--- src/rtl/load_store_unit.sv ---
// Load/store unit: one request at a time, byte/half/word accesses with sign or zero extension.
// Define LSU_MISALIGN_SPLIT_EN to split word-crossing accesses into two memory beats; otherwise they are flagged as errors.
module load_store_unit (
  input  logic        i_clk,
  input  logic        i_reset,
  input  logic        i_req,
  input  logic        i_memWrEnable,
  input  logic [4:0]  i_mask,
  input  logic [31:0] i_addr,
  input  logic [31:0] i_st_data,
  output logic        o_busy,
  output logic        o_done,
  output logic        o_err,
  output logic [31:0] o_ld_data,
  output logic        o_mem_req,
  output logic        o_mem_we,
  output logic [29:0] o_mem_addr,
  output logic [3:0]  o_mem_be,
  output logic [31:0] o_mem_wdata,
  input  logic        i_mem_ack,
  input  logic [31:0] i_mem_rdata
);
  typedef enum logic [1:0] {IDLE, ACC1, ACC2, DONE} state_t;

`ifdef LSU_MISALIGN_SPLIT_EN
  localparam int SPAN = 2;
`else
  localparam int SPAN = 1;
`endif

  state_t             r_state;
  logic [31:0]        r_addr;
  logic [4:0]         r_mask;
  logic               r_we;
  logic [4*SPAN-1:0]  r_be;
  logic [32*SPAN-1:0] r_wd;
  logic [31:0]        r_rd_lo;
  logic [31:0]        r_rd_hi;
  logic [31:0]        r_ld_data;
  logic               r_err;

  logic [1:0]         w_off;
  logic               w_size_ok;
  logic               w_bad;
  logic [4*SPAN-1:0]  w_be;
  logic [32*SPAN-1:0] w_wd;
  logic [31:0]        w_ext;

  function automatic logic [31:0] extend(input logic [63:0] rd, input logic [1:0] off,
                                         input logic [4:0] m);
    logic [31:0] sh;
    sh = rd[{off, 3'b000} +: 32];
    case (m[3:0])
      4'b0001: extend = {{24{~m[4] & sh[7]}}, sh[7:0]};
      4'b0011: extend = {{16{~m[4] & sh[15]}}, sh[15:0]};
      default: extend = sh;
    endcase
  endfunction

  assign w_off     = i_addr[1:0];
  assign w_size_ok = (i_mask[3:0] == 4'b0001) || (i_mask[3:0] == 4'b0011) ||
                     (i_mask[3:0] == 4'b1111);

`ifdef LSU_MISALIGN_SPLIT_EN
  logic w_hi;
  assign w_be        = {4'b0000, i_mask[3:0]} << w_off;
  assign w_wd        = {32'h0, i_st_data} << {w_off, 3'b000};
  assign w_bad       = !w_size_ok;
  assign w_hi        = (r_state == ACC2);
  assign o_mem_addr  = r_addr[31:2] + {29'b0, w_hi};
  assign o_mem_be    = w_hi ? r_be[7:4] : r_be[3:0];
  assign o_mem_wdata = w_hi ? r_wd[63:32] : r_wd[31:0];
`else
  // Upper half of the shifted enable only exists to detect word-crossing accesses.
  logic [7:0] w_be8;
  assign w_be8       = {4'b0000, i_mask[3:0]} << w_off;
  assign w_be        = w_be8[3:0];
  assign w_wd        = i_st_data << {w_off, 3'b000};
  assign w_bad       = !w_size_ok || (|w_be8[7:4]);
  assign o_mem_addr  = r_addr[31:2];
  assign o_mem_be    = r_be;
  assign o_mem_wdata = r_wd;
`endif

  assign o_busy    = (r_state != IDLE) || i_req;
  assign o_done    = (r_state == DONE);
  assign o_err     = r_err;
  assign o_mem_req = (r_state == ACC1) || (r_state == ACC2);
  assign o_mem_we  = o_mem_req && r_we;

  // Load result is formed from the captured beats during DONE, then held in r_ld_data.
  assign w_ext     = extend({r_rd_hi, r_rd_lo}, r_addr[1:0], r_mask);
  assign o_ld_data = (o_done && !r_we && !r_err) ? w_ext : r_ld_data;

  always_ff @(posedge i_clk) begin
    if (i_reset) begin
      r_state   <= IDLE;
      r_addr    <= '0;
      r_mask    <= '0;
      r_we      <= 1'b0;
      r_be      <= '0;
      r_wd      <= '0;
      r_rd_lo   <= '0;
      r_rd_hi   <= '0;
      r_ld_data <= '0;
      r_err     <= 1'b0;
    end else begin
      case (r_state)
        IDLE: if (i_req) begin
          r_addr  <= i_addr;
          r_mask  <= i_mask;
          r_we    <= i_memWrEnable;
          r_be    <= w_be;
          r_wd    <= w_wd;
          r_rd_lo <= '0;
          r_rd_hi <= '0;
          r_err   <= w_bad;
          if (w_bad) r_ld_data <= '0;
          r_state <= w_bad ? DONE : ACC1;
        end
        ACC1: if (i_mem_ack) begin
          r_rd_lo <= i_mem_rdata;
`ifdef LSU_MISALIGN_SPLIT_EN
          r_state <= (|r_be[7:4]) ? ACC2 : DONE;
`else
          r_state <= DONE;
`endif
        end
`ifdef LSU_MISALIGN_SPLIT_EN
        ACC2: if (i_mem_ack) begin
          r_rd_hi <= i_mem_rdata;
          r_state <= DONE;
        end
`endif
        DONE: begin
          r_ld_data <= o_ld_data;
          r_state   <= IDLE;
        end
        default: r_state <= IDLE;
      endcase
    end
  end
endmodule

--- config.mk ---
export PLATFORM = sky130hd
export DESIGN_NAME = load_store_unit
export DESIGN_NICKNAME = d
export VERILOG_FILES = /design/src/rtl/load_store_unit.sv
export SDC_FILE = /design/constraint.sdc
export NUM_CORES = 1
export LEC_CHECK = 0
export CORE_MARGIN = 2
export CORE_UTILIZATION = 46
export DETAILED_ROUTE_END_ITERATION = 7
export HOLD_SLACK_MARGIN = 0.06
export PLACE_DENSITY_LB_ADDON = 0.05
export SLEW_MARGIN = 20
export SYNTH_ARGS = -nofsm -noshare
export SYNTH_HDL_FRONTEND = slang
export SYNTH_SLANG_ARGS = --single-unit
--- constraint.sdc ---
create_clock -name i_clk -period 2.95 [get_ports i_clk]
set_input_delay 0.885 -clock i_clk [delete_from_list [all_inputs] [get_ports i_clk]]
set_output_delay 0.885 -clock i_clk [all_outputs]
set_load 0.02 [all_outputs]
# ---- Yosys cells after proc, flatten, opt, wreduce, memory -nomap -nowiden
# Index checks and enable logic that the tools add are counted.
dict set report word_totals {
  mem_bits_rw 0
  input_bits 106
  reg_bits 141
  word_cells 58
  rom_bits 0
  latch_bits 0
  memories 0
  out_inout_bits 103
}
dict set report op_classes {
  n_bitwise 3
  n_div 0
  n_shift 3
  multipliers 0
  reduce_logical 20
  muxes 12
  eq_ne 11
  addsub 0
  order_cmp 0
}
# cell n
set ops {}
lappend ops {{32-bit one-hot mux with 2 select lines} 3}
lappend ops {{32-bit two-way mux} 5}
lappend ops {{64-bit by 6-bit variable part select with 32-bit output} 1}
lappend ops {{32-bit by 5-bit left shift with 32-bit output} 1}
lappend ops {{4-bit by 1-bit == test with 1-bit output, second input constant} 2}
lappend ops {{4-bit by 2-bit == test with 1-bit output, second input constant} 2}
lappend ops {{4-bit by 2-bit left shift with 8-bit output} 1}
lappend ops {{2-bit two-way mux} 3}
lappend ops {{2-bit != test, second input constant} 3}
lappend ops {{3-bit AND reduction} 2}
lappend ops {{2-bit nonzero test} 3}
lappend ops {{1-bit logical OR} 5}
lappend ops {{2-bit == test, second input constant} 2}
lappend ops {{4-bit == test, second input constant} 1}
lappend ops {{2-bit one-hot mux with 2 select lines} 1}
lappend ops {{2-bit AND reduction} 2}
lappend ops {{4-bit OR reduction} 1}
lappend ops {{1-bit logical AND} 3}
lappend ops {{1-bit logical NOT} 3}
lappend ops {{1-bit bitwise AND} 2}
lappend ops {{2-bit by 1-bit == test with 1-bit output, second input constant} 1}
lappend ops {{2-bit logical NOT} 1}
lappend ops {{1-bit NOT} 1}

# ---- Depth between registers and ports, before layout
dict set report logic_depth {
  ltp_word 8
  depth_mapped 8
}

# ---- Least setup slack after synthesis
# OpenSTA, ideal clock, no wires.
dict set report synth_path {
  kind {reg2out}
  start {register r_state[0]}
  end {output o_ld_data[15]}
  setup_slack_ns 0.101
  arrival_time_ns 1.964
  stages_incl_launch_ff 7
  path_buffers 1
  cell_sequence {dfxtp_1 -> ha_1 -> nor3b_4 -> nand3b_1 -> or4b_1 -> buf_4 -> o211ai_2}
}
dict set report synth_via {
  elab_chain_len 4
}
# element line
set synth_rtl {}
lappend synth_rtl {{from (decl)} 31} ;# state_t r_state;
lappend synth_rtl {{from (signal assigned)} 119} ;# r_state <= w_bad ? DONE : ACC1;
lappend synth_rtl {{2-bit == test} 86} ;# assign o_done = (r_state == DONE);
lappend synth_rtl {{net o_done} 12} ;# output logic o_done,
lappend synth_rtl {{1-bit logical AND (2 in series)} 93} ;# assign o_ld_data = (o_done && !r_we && !r_err) ? w_ext : r_ld_data;
lappend synth_rtl {{32-bit two-way mux} 93}
lappend synth_rtl {{to (decl)} 14} ;# output logic [31:0] o_ld_data,
# The timed path passes the listed nets, and every way through them passes these cells.

# ---- Final worst setup path
dict set report layout_path {
  start {register r_state[0]}
  end {output o_ld_data[8]}
}
dict set report layout_via {
  elab_chain_len 4
}
# element line
set layout_rtl {}
lappend layout_rtl {{2-bit == test} 86}
lappend layout_rtl {{1-bit logical AND (2 in series)} 93}
lappend layout_rtl {{32-bit two-way mux} 93}
# No other way between the ends.

==> summary.md <==
| Metric | Value |
|---|---|
| Outcome | `finished with violations` |
| Failing checks | `setup timing` |
| # H-tree levels | `4` |
| GRT overflow | `0` |
| Flops & latches, synth | `141` |
| Register area | `2830 sq um` |
| Number of synthesized flops with an enable pin | `0` |
| # IOs | `209` |
| Slew @ Worst Pin | `695 ps` |
| Count of pins over their slew limit | `0` |
| Slew headroom | `53.4%` |
| Arrival @ worst endpoint | `2160 ps` |
| Root Driver | `clkbuf_16` |
| Filler instances | `1,136` |
| Rows | `43` |
| DRT antenna net count | `0` |
| Vias in the first global route | `6,108` |
| Largest area contributor in the netlist | `dfxtp_1` |
| Synthesized cell area | `6450 sq um` |
| Hold Path Class | `reg2reg` |
| Pwr Density | `728 nW/um^2` |
| CP Class | `reg2out` |
| CP Data Required Time | `2070 ps` |
| Die X | `122 um` |
| Initial antenna violation count | `0` |
| Fraction of registers with async set/reset | `0%` |
| Worst reg-to-reg setup slack | `690 ps` |
| R2R cell count | `10` |
| Drt wl/cell | `16.9 um` |
| RSZ-0062 raised after global routing | `yes` |
| Cell family with the largest share of critical-path delay | `simple AND/OR/NAND/NOR gates` |
| Vias per cell | `5.48` |
| Syn Area/Cell | `8.39 sq um` |
| Clock sinks | `141` |
| Area Growth Syn to Fin | `47.3%` |
| Leakage | `3.64 nW` |
| CTS tree | `done` |
| Total core area | `13,800 sq um` |
| DR iter-0 viols | `512` |
| Final Cycle Share | `103%` |
| Ys Warns | `0` |
| Critical-path top delay cell | `or4b_4` |
| Yosys top cell area share | `43.7%` |
| Critical path cell sequence | `ha_4 > nor3b_4 > nand3b_1 > or4b_4 > buf_12 > o211ai_4 > buf_6` |
| VDD IR max | `502 uV` |
| Main flop type after synthesis | `dfxtp_1` |
| Initial core utilization | `46.8%` |
| Crit end category | `primary output` |
| TritonCTS Buffers | `17` |
| Die Y | `122 um` |
| Largest net degree at the start of global routing | `55` |
| Worst reg2reg endpoint | `r_ld_data[9]` |
| Final core utilization | `69.0%` |
| Total GRT Usage | `26.1%` |
| Share of cells above drive strength 1 | `18.1%` |
| Final-report setup violation count | `22` |
| Largest cells by area after synthesis | `dfxtp_1 (44%), nor2_1 (7.2%), nand2_1 (7.0%)` |
| Longest Clk Path Bufs | `2` |
| Hold Path Stages | `2` |
| WL final | `19.6 mm` |
| Clock-pin transition on the worst setup and hold timing paths | `50 ps` |
| Worst path depth | `7` |
| Worst-path maximum fanout | `8` |
| Post-DP HPWL | `13.7 mm` |
| Sequential area share after synthesis | `43.7%` |
| Hold Crit Endpoint | `r_addr[24]` |
| Port bufs | `208` |
| Final WS setup | `-92.2 ps` |
| CP max stage delay | `540 ps` |
| Antenna diodes | `0` |
| Max Cap Viol | `0` |
| Via count | `6,357` |
| First-pass GRT wire length | `30.5 mm` |
| Router iterations before antenna repair | `6` |
| Worst Skew | `8.96 ps` |
| DRC Markers | `0` |
| Worst hold slack | `453 ps` |
| CP Launch Type | `flop` |
| CP Buf/Inv Count | `2` |
| Unique masters post-synth | `41` |
| Final hold violation count | `0` |
| RR Startpoint | `r_state[1]` |
| Routability cong. | `0.856` |
| Multi-input gate area | `3280 sq um` |
| Hold_sp | `r_addr[24]` |
| Worst-Skew Late Latency | `420 ps` |
| Nets | `1,076` |
| Fmax | `329 MHz` |
| Die Footprint | `15,000 sq um` |
| Syn_nets | `878` |
| Crit path time final | `3040 ps` |
| Post-Syn Instances | `769` |
how the worst max path moves through the flow:
| stage | start | end | slack [ps] |
|---|---|---|---|
| floorplan | r_state[0] | o_ld_data[15] | 100 |
| global placement | r_state[0] | o_ld_data[15] | -160 |
| detailed placement | r_state[0] | o_ld_data[15] | -200 |
| CTS | r_state[1] | o_ld_data[15] | -130 |
| global route | r_mask[3] | o_ld_data[18] | -160 |
| finish | r_state[0] | o_ld_data[8] | -90 |
worst reg2reg max path: cells and delay by family (launching register included):
| kind | cells | cell delay (ps) |
|---|---|---|
| buffers and inverters | 5 | 720 |
| adders and majority gates | 1 | 320 |
| DFF | 1 | 330 |
| AOI/OAI and AO/OA | 2 | 560 |
| and+or+nand+nor | 2 | 210 |
cell usage after synthesis, types with 4 or more instances:
cell type and instances:
nor2_1 123, inv_1 4, a222oi_1 9, clkbuf_1 45
buf_4 31, buf_1 6, o2bb2ai_1 16, o21ai_0 32
dfxtp_1 141, buf_2 7, nand2_1 121, o211ai_2 8
a22o_1 16, a22oi_1 50, mux2i_1 25, mux2_2 26
nor3_1 4, a21oi_1 64, o211ai_1 9
power breakdown:
| group | internal (mW) | switching, mW |
|---|---|---|
| Combinational | 1.10 | 1.45 |
| Clock | 1.28 | 0.807 |
| Sequential | 2.13 | 0.154 |
| Total | 4.52 | 2.41 |
layout by cell type, fill, tap and decap left out, types with 16 or more instances in the layout:
master,instances
a22o_1,16
mux2i_1,24
nor2_1,123
a21oi_1,62
dfxtp_1,135
o21ai_0,25
buf_4,69
clkdlybuf4s50_1,173
nand2_1,120
o2bb2ai_1,16
a22oi_1,50
clkbuf_16,17
mux2_2,26
per-layer routing:
metal  vias up  routed length [um]  global-route usage, %
met5         -                   0                      0
met4         0                 272                   9.55
met3        17                1570                   7.11
met2       251                9300                   42.2
met1      3018                8460                   33.4
li1       3071                   -                      -
metrics by stage:
stage	cells	TNS, ps	area [sq um]	setup slack (ps)	power, mW
finish	1159	-1110	9500	-92.2	6.92
floorplan	769	0	6450	101	3.77
CTS	1154	-1310	9460	-126	6.93
detailed placement	1117	-2820	8750	-198	4.79
global placement	1117	-1720	8750	-158	4.74
global route	1159	-3290	9500	-158	7.28
cell families (layout without fill, tap and decap cells):
kind of cell	Yosys count	in the layout	share of synthesized area, %
simple gates	268	268	17.0
compound gates	212	212	22.8
flops	141	141	43.7
buf+inv	94	304	7.41
mux	51	51	8.42
fa+ha+maj	3	3	0.582
timing repair:
item	4_1_cts	5_1_grt
resized for setup	163	27
cloned	0	0
setup buffers	6	5
pin swaps	2	3
hold buffers	0	0
setup endpoints to repair	33	32
cell type report:
cell class | count | share of cell area [%]
clock buffer | 20 | 4.81
clock inverter | 11 | 1.24
inverter | 5 | 0.197
multi-input combinational | 534 | 34.5
sequential | 141 | 29.8
tap | 180 | 2.37
timing repair buffer | 268 | 27.1
state kept, by name (all words and copies together) (netlist names):
signal       cells
o_err            1
o_mem_be         4
o_mem_wdata     32
r_addr          32
r_ld_data       32
r_mask           5
r_rd_lo         32
r_state          2
r_we             1
Note: power is estimated with default switching activity, not from simulation.
